## config.mk

```make
export PLATFORM = sky130hd
export DESIGN_NAME = zeroriscy_ex_seq
export DESIGN_NICKNAME = d
export VERILOG_FILES = /design/src/rtl/zeroriscy_ex_seq.sv
export SDC_FILE = /design/constraint.sdc
export NUM_CORES = 1
export LEC_CHECK = 0
export ABC_AREA = 1
export CAP_MARGIN = 20
export CORE_MARGIN = 3
export CORE_UTILIZATION = 33
export CTS_BUF_LIST = sky130_fd_sc_hd__clkbuf_8
export CTS_CLUSTER_DIAMETER = 30
export DETAILED_ROUTE_END_ITERATION = 10
export PLACE_DENSITY = 0.88
export SLEW_MARGIN = 5
export SYNTH_ARGS = -nofsm -noshare
export SYNTH_HDL_FRONTEND = slang
export SYNTH_SLANG_ARGS = --single-unit
export TNS_END_PERCENT = 20
```

## constraint.sdc

```tcl
create_clock -name clk -period 1.5 [get_ports clk]
set_clock_uncertainty 0.1 [all_clocks]
set_input_delay 0.3 -clock clk [delete_from_list [all_inputs] [get_ports clk]]
set_output_delay 0.3 -clock clk [all_outputs]
set_load 0.03 [all_outputs]
```

## src/rtl/zeroriscy_ex_seq.sv

```systemverilog
// Execute-stage sequencer for multi-cycle functional units.
// Accepts one operation at a time from ID, pulses the chosen unit's start,
// waits for that unit's done (bounded by a timeout), holds the result until
// the register file takes it, then retires. flush_i kills the operation.
module zeroriscy_ex_seq #(
  parameter int NUM_UNITS  = 4,
  parameter int DATA_WIDTH = 32,
  parameter int TIMEOUT    = 64,
  localparam int UW = (NUM_UNITS > 1) ? $clog2(NUM_UNITS) : 1
) (
  input  logic                            clk,
  input  logic                            rst_n,
  input  logic                            issue_valid_i,
  input  logic [UW-1:0]                   issue_unit_i,
  output logic                            issue_ready_o,
  input  logic                            flush_i,
  output logic [NUM_UNITS-1:0]            unit_start_o,
  input  logic [NUM_UNITS-1:0]            unit_done_i,
  input  logic [NUM_UNITS*DATA_WIDTH-1:0] unit_result_i,
  output logic                            wb_valid_o,
  output logic [DATA_WIDTH-1:0]           wb_data_o,
  input  logic                            wb_ready_i,
  output logic                            ex_ready_o,
  output logic                            err_o,
  output logic                            busy_o
);

  localparam int CW   = (TIMEOUT > 1) ? $clog2(TIMEOUT) : 1;
  localparam int NPOW = 1 << UW;

  typedef enum logic [1:0] {IDLE, EXEC, HOLD} state_e;

  state_e                 state_q, state_d;
  logic [CW-1:0]          cnt_q, cnt_d;
  logic [UW-1:0]          unit_q, unit_d;
  logic [DATA_WIDTH-1:0]  wb_data_q, wb_data_d;
  logic [NUM_UNITS-1:0]   start_q, start_d;
  logic                   ex_ready_q, ex_ready_d;
  logic                   err_q, err_d;

  logic                   accept;
  logic                   issue_legal;
  logic                   sel_done;
  logic [DATA_WIDTH-1:0]  sel_result;
  logic [NPOW-1:0]        legal_mask;

  // Table of which encodable unit indices actually exist.
  for (genvar i = 0; i < NPOW; i++) begin : g_legal
    assign legal_mask[i] = (i < NUM_UNITS);
  end

  assign issue_ready_o = (state_q == IDLE) & ~flush_i;
  assign accept        = issue_valid_i & issue_ready_o;
  assign issue_legal   = legal_mask[issue_unit_i];

  // Pick the done strobe and result of the latched unit; all other units are ignored.
  always_comb begin
    sel_done   = 1'b0;
    sel_result = '0;
    for (int k = 0; k < NUM_UNITS; k++) begin
      if (unit_q == UW'(k)) begin
        sel_done   = unit_done_i[k];
        sel_result = unit_result_i[k*DATA_WIDTH +: DATA_WIDTH];
      end
    end
  end

  // Next-state and registered-output logic; flush has priority over every other event.
  always_comb begin
    // NOTE: every signal gets a default before the case so no path leaves it unassigned (no latches).
    state_d    = state_q;
    cnt_d      = cnt_q;
    unit_d     = unit_q;
    wb_data_d  = wb_data_q;
    start_d    = '0;
    ex_ready_d = 1'b0;
    err_d      = 1'b0;
    unique case (state_q)
      IDLE: begin
        cnt_d = '0;
        if (accept) begin
          if (issue_legal) begin
            unit_d  = issue_unit_i;
            state_d = EXEC;
            for (int k = 0; k < NUM_UNITS; k++) begin
              start_d[k] = (issue_unit_i == UW'(k));
            end
          end else begin
            err_d = 1'b1;
          end
        end
      end
      EXEC: begin
        if (flush_i) begin
          state_d = IDLE;
          cnt_d   = '0;
        end else if (sel_done) begin
          wb_data_d = sel_result;
          state_d   = HOLD;
          cnt_d     = '0;
        end else if (cnt_q == CW'(TIMEOUT - 1)) begin
          state_d = IDLE;
          cnt_d   = '0;
          err_d   = 1'b1;
        end else begin
          cnt_d = cnt_q + CW'(1);
        end
      end
      HOLD: begin
        if (flush_i) begin
          state_d = IDLE;
        end else if (wb_ready_i) begin
          state_d    = IDLE;
          ex_ready_d = 1'b1;
        end
      end
      default: state_d = IDLE;
    endcase
  end

  // State and output registers, cleared asynchronously so a reset drops any operation.
  always_ff @(posedge clk or negedge rst_n) begin
    if (!rst_n) begin
      state_q    <= IDLE;
      cnt_q      <= '0;
      unit_q     <= '0;
      wb_data_q  <= '0;
      start_q    <= '0;
      ex_ready_q <= 1'b0;
      err_q      <= 1'b0;
    end else begin
      // NOTE: non-blocking so every register samples the pre-edge values.
      state_q    <= state_d;
      cnt_q      <= cnt_d;
      unit_q     <= unit_d;
      wb_data_q  <= wb_data_d;
      start_q    <= start_d;
      ex_ready_q <= ex_ready_d;
      err_q      <= err_d;
    end
  end

  assign unit_start_o = start_q;
  assign wb_valid_o   = (state_q == HOLD);
  assign wb_data_o    = wb_data_q;
  assign ex_ready_o   = ex_ready_q;
  assign err_o        = err_q;
  assign busy_o       = (state_q != IDLE);

endmodule

```

======== Word level (Yosys, flattened, before mapping) ========
Cells that the tools add are included.
Widths: inputs -> output; s select.
word-level totals
  word-level logic and storage cells ...... 67
  register bits ........................... 48
cells by class
  equality and inequality tests ........... 13
  $add $sub $neg .......................... 1
  order comparisons ....................... 1
  reduce and logical (&&, ||, !) cells .... 8
  multiplexer cells ....................... 34
  bitwise logic cells ..................... 3
operator list
  cell                 count
  $mux 32              4
  $mux 6               3
  $mux 2               7
  $mux 1               13
  $mux 4               3
  $pmux 6 s2           1
  $eq 2x2->1 const B   5
  $add 6x1->6 const B  1
  $eq 2x1->1 const B   3
  $eq 6x6->1 const B   1
  $logic_not 2->1      3
  $pmux 2 s3           1
  $reduce_and 3->1     2
  $ne 2x2->1 const B   2
  $ne 4x4->1 const B   1
  $reduce_and 4->1     1
  $reduce_bool 2->1    2
  $lt 2x3->1 const B   1
  $ne 3x2->1 const B   1
  $and 1x1->1          2
  $bmux 1 s2           1
  $pmux 1 s2           1
  $not 1->1            1

======== Logic depth before layout (Yosys ltp) ========
  depth in word-level cells ............... 8
  mapped depth ............................ 8
  mapped depth without buffers ............ 7

======== Least setup slack after synthesis ========
OpenSTA, ideal clock, no wires.
  path type ............................... register to register
  start point ............................. register state_q[1]
  end point ............................... register start_q[1], in the netlist unit_start_o[1]
  setup time .............................. 0.071 ns
  data arrival time ....................... 1.724 ns
  required time ........................... 1.329 ns
  slack ................................... -0.395 ns
  path buffers ............................ 0
  period minus slack after synthesis ...... 1.895 ns
  cell stages (with the launch flop) ...... 7
  path through ............................ dfrtp_1 or2_2 nor2_1 nand2_1 inv_1 nand2_1 nor2_1
on the way
  cells in the longest elaborated chain, start to end .. 5
ends and longest elaborated chain
  element                   line  source
  start: declaration        33    state_e state_q, state_d;
  start signal: assignment  133   state_q <= state_d;
  $logic_not 2->1           52    assign issue_ready_o = (state_q == IDLE) & ~flush_i;
  $and 1x1->1               52
  net issue_ready_o         15    output logic issue_ready_o,
  $and 1x1->1               53    assign accept = issue_valid_i & issue_ready_o;
  $mux 4                    81    if (accept) begin
  $mux 4                    78    unique case (state_q)
  net start_d[1]            37    logic [NUM_UNITS-1:0] start_q, start_d;
  end signal: assignment    137   start_q <= start_d;
  end: declaration          37
The timed path passes the listed nets, and every way through them passes these cells.
A chain may end at the register's enable or synchronous reset.

======== Final worst setup path ========
  start point ............................. register state_q[1]
  end point ............................... output issue_ready_o
on the way
  cells in the longest elaborated chain, start to end .. 2
ends and longest elaborated chain
  element           line
  $logic_not 2->1   52
  $and 1x1->1       52
  end: declaration  15
No other way between the ends.

==> impl_metrics.env <==
export IMPL_slew_violations=0
export IMPL_yosysSeqAreaShare_pct=44.7
export IMPL_dieArea_mm2=0.00926
export IMPL_grt_total_usage_pct=20.0
export IMPL_p_sw_mw=3.11
export IMPL_worstPathRequired_ns=1.10
export IMPL_fmaxAchievable_ghz=0.635
export IMPL_areaGrowthSynthToFinish_pct=87.3
export IMPL_r2r_end="wb_data_o[25]"
export IMPL_worst_slack_ns=-0.0758
export IMPL_grt_max_degree=30
export IMPL_critPathMaxFanout=2
export IMPL_cts_tree="yes"
export IMPL_path_class="register to output pin"
export IMPL_wl_per_cell_um=14.3
export IMPL_cts_path_max_buffers=2
export IMPL_worstPathArrival_ns=1.18
export IMPL_crit_path_end_kind="output pin"
export IMPL_multi_input_area_mm2=0.00148
export IMPL_clk_latency_ns=0.29
export IMPL_coreArea_mm2=0.00781
export IMPL_post_route_period_util_pct=105
export IMPL_p_leak_nw=2.37
export IMPL_drt_iter0_markers=101
export IMPL_portBuffers=179
export IMPL_fin_nets=733
export IMPL_root_buffer="clkbuf_8"
export IMPL_fin_crit_ns=1.58
export IMPL_clkTransAtPathRegs_ns=0.09
export IMPL_p_int_mw=3.80
export IMPL_antenna_found_initial=0
export IMPL_timing_rr_start="unit_q[1]"
export IMPL_power_density_mw_per_mm2=1370
export IMPL_switching_share_pct=45.0
export IMPL_gr_total_overflow=0
export IMPL_post_drt_via_cell_ratio=4.90
export IMPL_syn_avg_cell_area_um2=6.76
export IMPL_netlist_cell_type_count=21
export IMPL_violations="setup timing"
export IMPL_die_w_um=96.2
export IMPL_rsz0062_at_grt="true"
export IMPL_syn_inst=397
export IMPL_startpoint="state_q[1]"
export IMPL_drt_wl_total_mm=9.93
export IMPL_seq_power_share_pct=29.9
export IMPL_grt_pass1_vias=3258
export IMPL_whs_ns=0.382
export IMPL_first_pass_iters=4
export IMPL_diodes=0
export IMPL_layoutNonFillerInstCount=696
export IMPL_finalHoldViolCount=0
export IMPL_max_slew_margin_pct=66.2
export IMPL_grt_pass1_wl_mm=14.2
export IMPL_cts_max_level=2
export IMPL_drc=0
export IMPL_nFillCells=669
export IMPL_pre_cts_ws_ns=-0.224
export IMPL_maxCapViolCount=0
export IMPL_placed_cells=682
export IMPL_ys_seq_elements=48
export IMPL_num_vias=3407
export IMPL_rows=32
export IMPL_r2r_cells=8
export IMPL_critPathCapture="issue_ready_o"
export IMPL_yosys_warnings=0
export IMPL_cts_sinks=48
export IMPL_seqCellArea_mm2=0.00120
export IMPL_critPathLaunchType="register"
export IMPL_setup_violations=34
export IMPL_clkPwrFrac_pct=13.2
export IMPL_gp_congestion=0.768
export IMPL_vdd_ir_drop_max_mv=0.639
export IMPL_status="complete, but fails checks"
export IMPL_worstMarginPinSlew_ns=0.507
export IMPL_dp_hpwl_mm=7.49
export IMPL_start_util_pct=34.4
export IMPL_power_frac_comb_pct=56.9
export IMPL_synth_nets=537
export IMPL_io_pins=180
export IMPL_syn_area_mm2=0.00269
export IMPL_reg2reg_slack_ns=-0.05
export IMPL_die_h_um=96.2
export IMPL_hp_class="register to register"
export IMPL_drive_gt1_share_pct=13.8
export IMPL_final_util_pct=64.4
export IMPL_ant_nets=0
export IMPL_numCtsBuffers=5
## cell type report
type / instances / share of cell area (%)
repair buffers: 207 / 41.1
clock buffers: 5 / 1.37
well taps: 102 / 2.54
clock inverters: 3 / 0.846
flip-flops and latches: 48 / 23.9
multi-input cells: 320 / 29.3
inverters: 11 / 0.871
## cell usage after synthesis (all sizes together)
| master | count | area share, % |
|---|---|---|
| a21oi | 2 | 0.37 |
| nor4 | 1 | 0.23 |
| nor3 | 2 | 0.37 |
| nand3 | 6 | 1.1 |
| clkbuf | 9 | 1.3 |
| or2 | 2 | 0.47 |
| ha | 1 | 0.47 |
| nand4 | 33 | 7.7 |
| buf | 9 | 2.2 |
| nor2 | 12 | 2.1 |
| inv | 11 | 1.5 |
| xor2 | 1 | 0.33 |
| dfrtp | 48 | 45 |
| o21ai | 7 | 1.3 |
| nand2 | 251 | 35 |
| xnor2 | 2 | 0.65 |
## power groups by stage
stage | logic (mW) | clock network (mW) | registers [mW]
2_1_floorplan | 1.22 | 0 | 2.94
3_3_place_gp | 3.93 | 0 | 2.04
3_5_place_dp | 4.01 | 0 | 2.06
4_1_cts | 3.71 | 0.942 | 2.04
5_1_grt | 4.22 | 0.978 | 2.12
6_report | 3.93 | 0.910 | 2.06
## worst max-delay path, stage by stage, from the launching register on
cell and delay, ns:
dfrtp_1 0.38, or2_4 0.26, nor2_4 0.10, buf_6 0.14
## kinds of logic after synthesis
logic type | Yosys count | share of synthesized area [%]
XOR/XNOR | 3 | 0.979
AND/OR/NAND/NOR | 307 | 47.1
flip-flops | 48 | 44.7
AO/OA/AOI/OAI | 9 | 1.68
adder cells (fa/ha/maj) | 1 | 0.466
buffers and inverters | 29 | 5.03
## flip-flops by register name (all words and copies together) (netlist names)
| register | cells |
|---|---|
| state_q | 2 |
| unit_start_o | 4 |
| ex_ready_o | 1 |
| unit_q | 2 |
| cnt_q | 6 |
| err_o | 1 |
| wb_data_o | 32 |
## what timing repair did
item                                   4_1_cts  5_1_grt
resized for setup                           49       63
setup buffers                                0        3
gates cloned                                 0        2
endpoints found under the hold margin       19        0
setup endpoints to repair                   76       61
hold buffers                                 1        0
pin swaps                                    1        8
## per-layer routing
layer  track usage (%)  share of wire [%]
met1              19.9                 37
met2              38.9                 54
met3              6.10                8.1
met4              6.28                1.1
met5                 0                  0
## how the worst min path moves through the flow
stage	to	start	cells past startpoint	slack, ns
2_1_floorplan	cnt_q[0]	rst_n	0	-0.1
3_3_place_gp	wb_data_o[11]	rst_n	1	0.18
3_5_place_dp	wb_data_o[11]	rst_n	1	0.20
4_1_cts	wb_data_o[9]	wb_data_o[9]	2	0.38
5_1_grt	wb_data_o[29]	wb_data_o[29]	2	0.40
6_report	wb_data_o[9]	wb_data_o[9]	2	0.38
## cells in the final DEF, fill, tap and decap left out, types with 3 or more instances in the layout
cell and instances:
buf_12 5, buf_4 20, clkbuf_8 5, clkdlybuf4s15_1 20
clkdlybuf4s50_1 137, dfrtp_1 46, dlygate4sd2_1 17, inv_1 8
nand2_1 227, nand2_2 21, nand2_4 3, nand3_1 3
nand3_2 3, nand4_1 33, nor2_1 6, nor2_4 4
o21ai_0 3, o21ai_1 4
## stage by stage
stage                     total power, mW  TNS (ns)  cell area [um^2]
after floorplan                      4.16         0              2700
after global placement               5.97     -6.21              4730
after detailed placement             6.07     -7.32              4730
after CTS                            6.69    -0.293              4820
after global routing                 7.31     -2.90              5030
final                                6.90     -1.04              5030
Power figures use the tool's default switching activity.
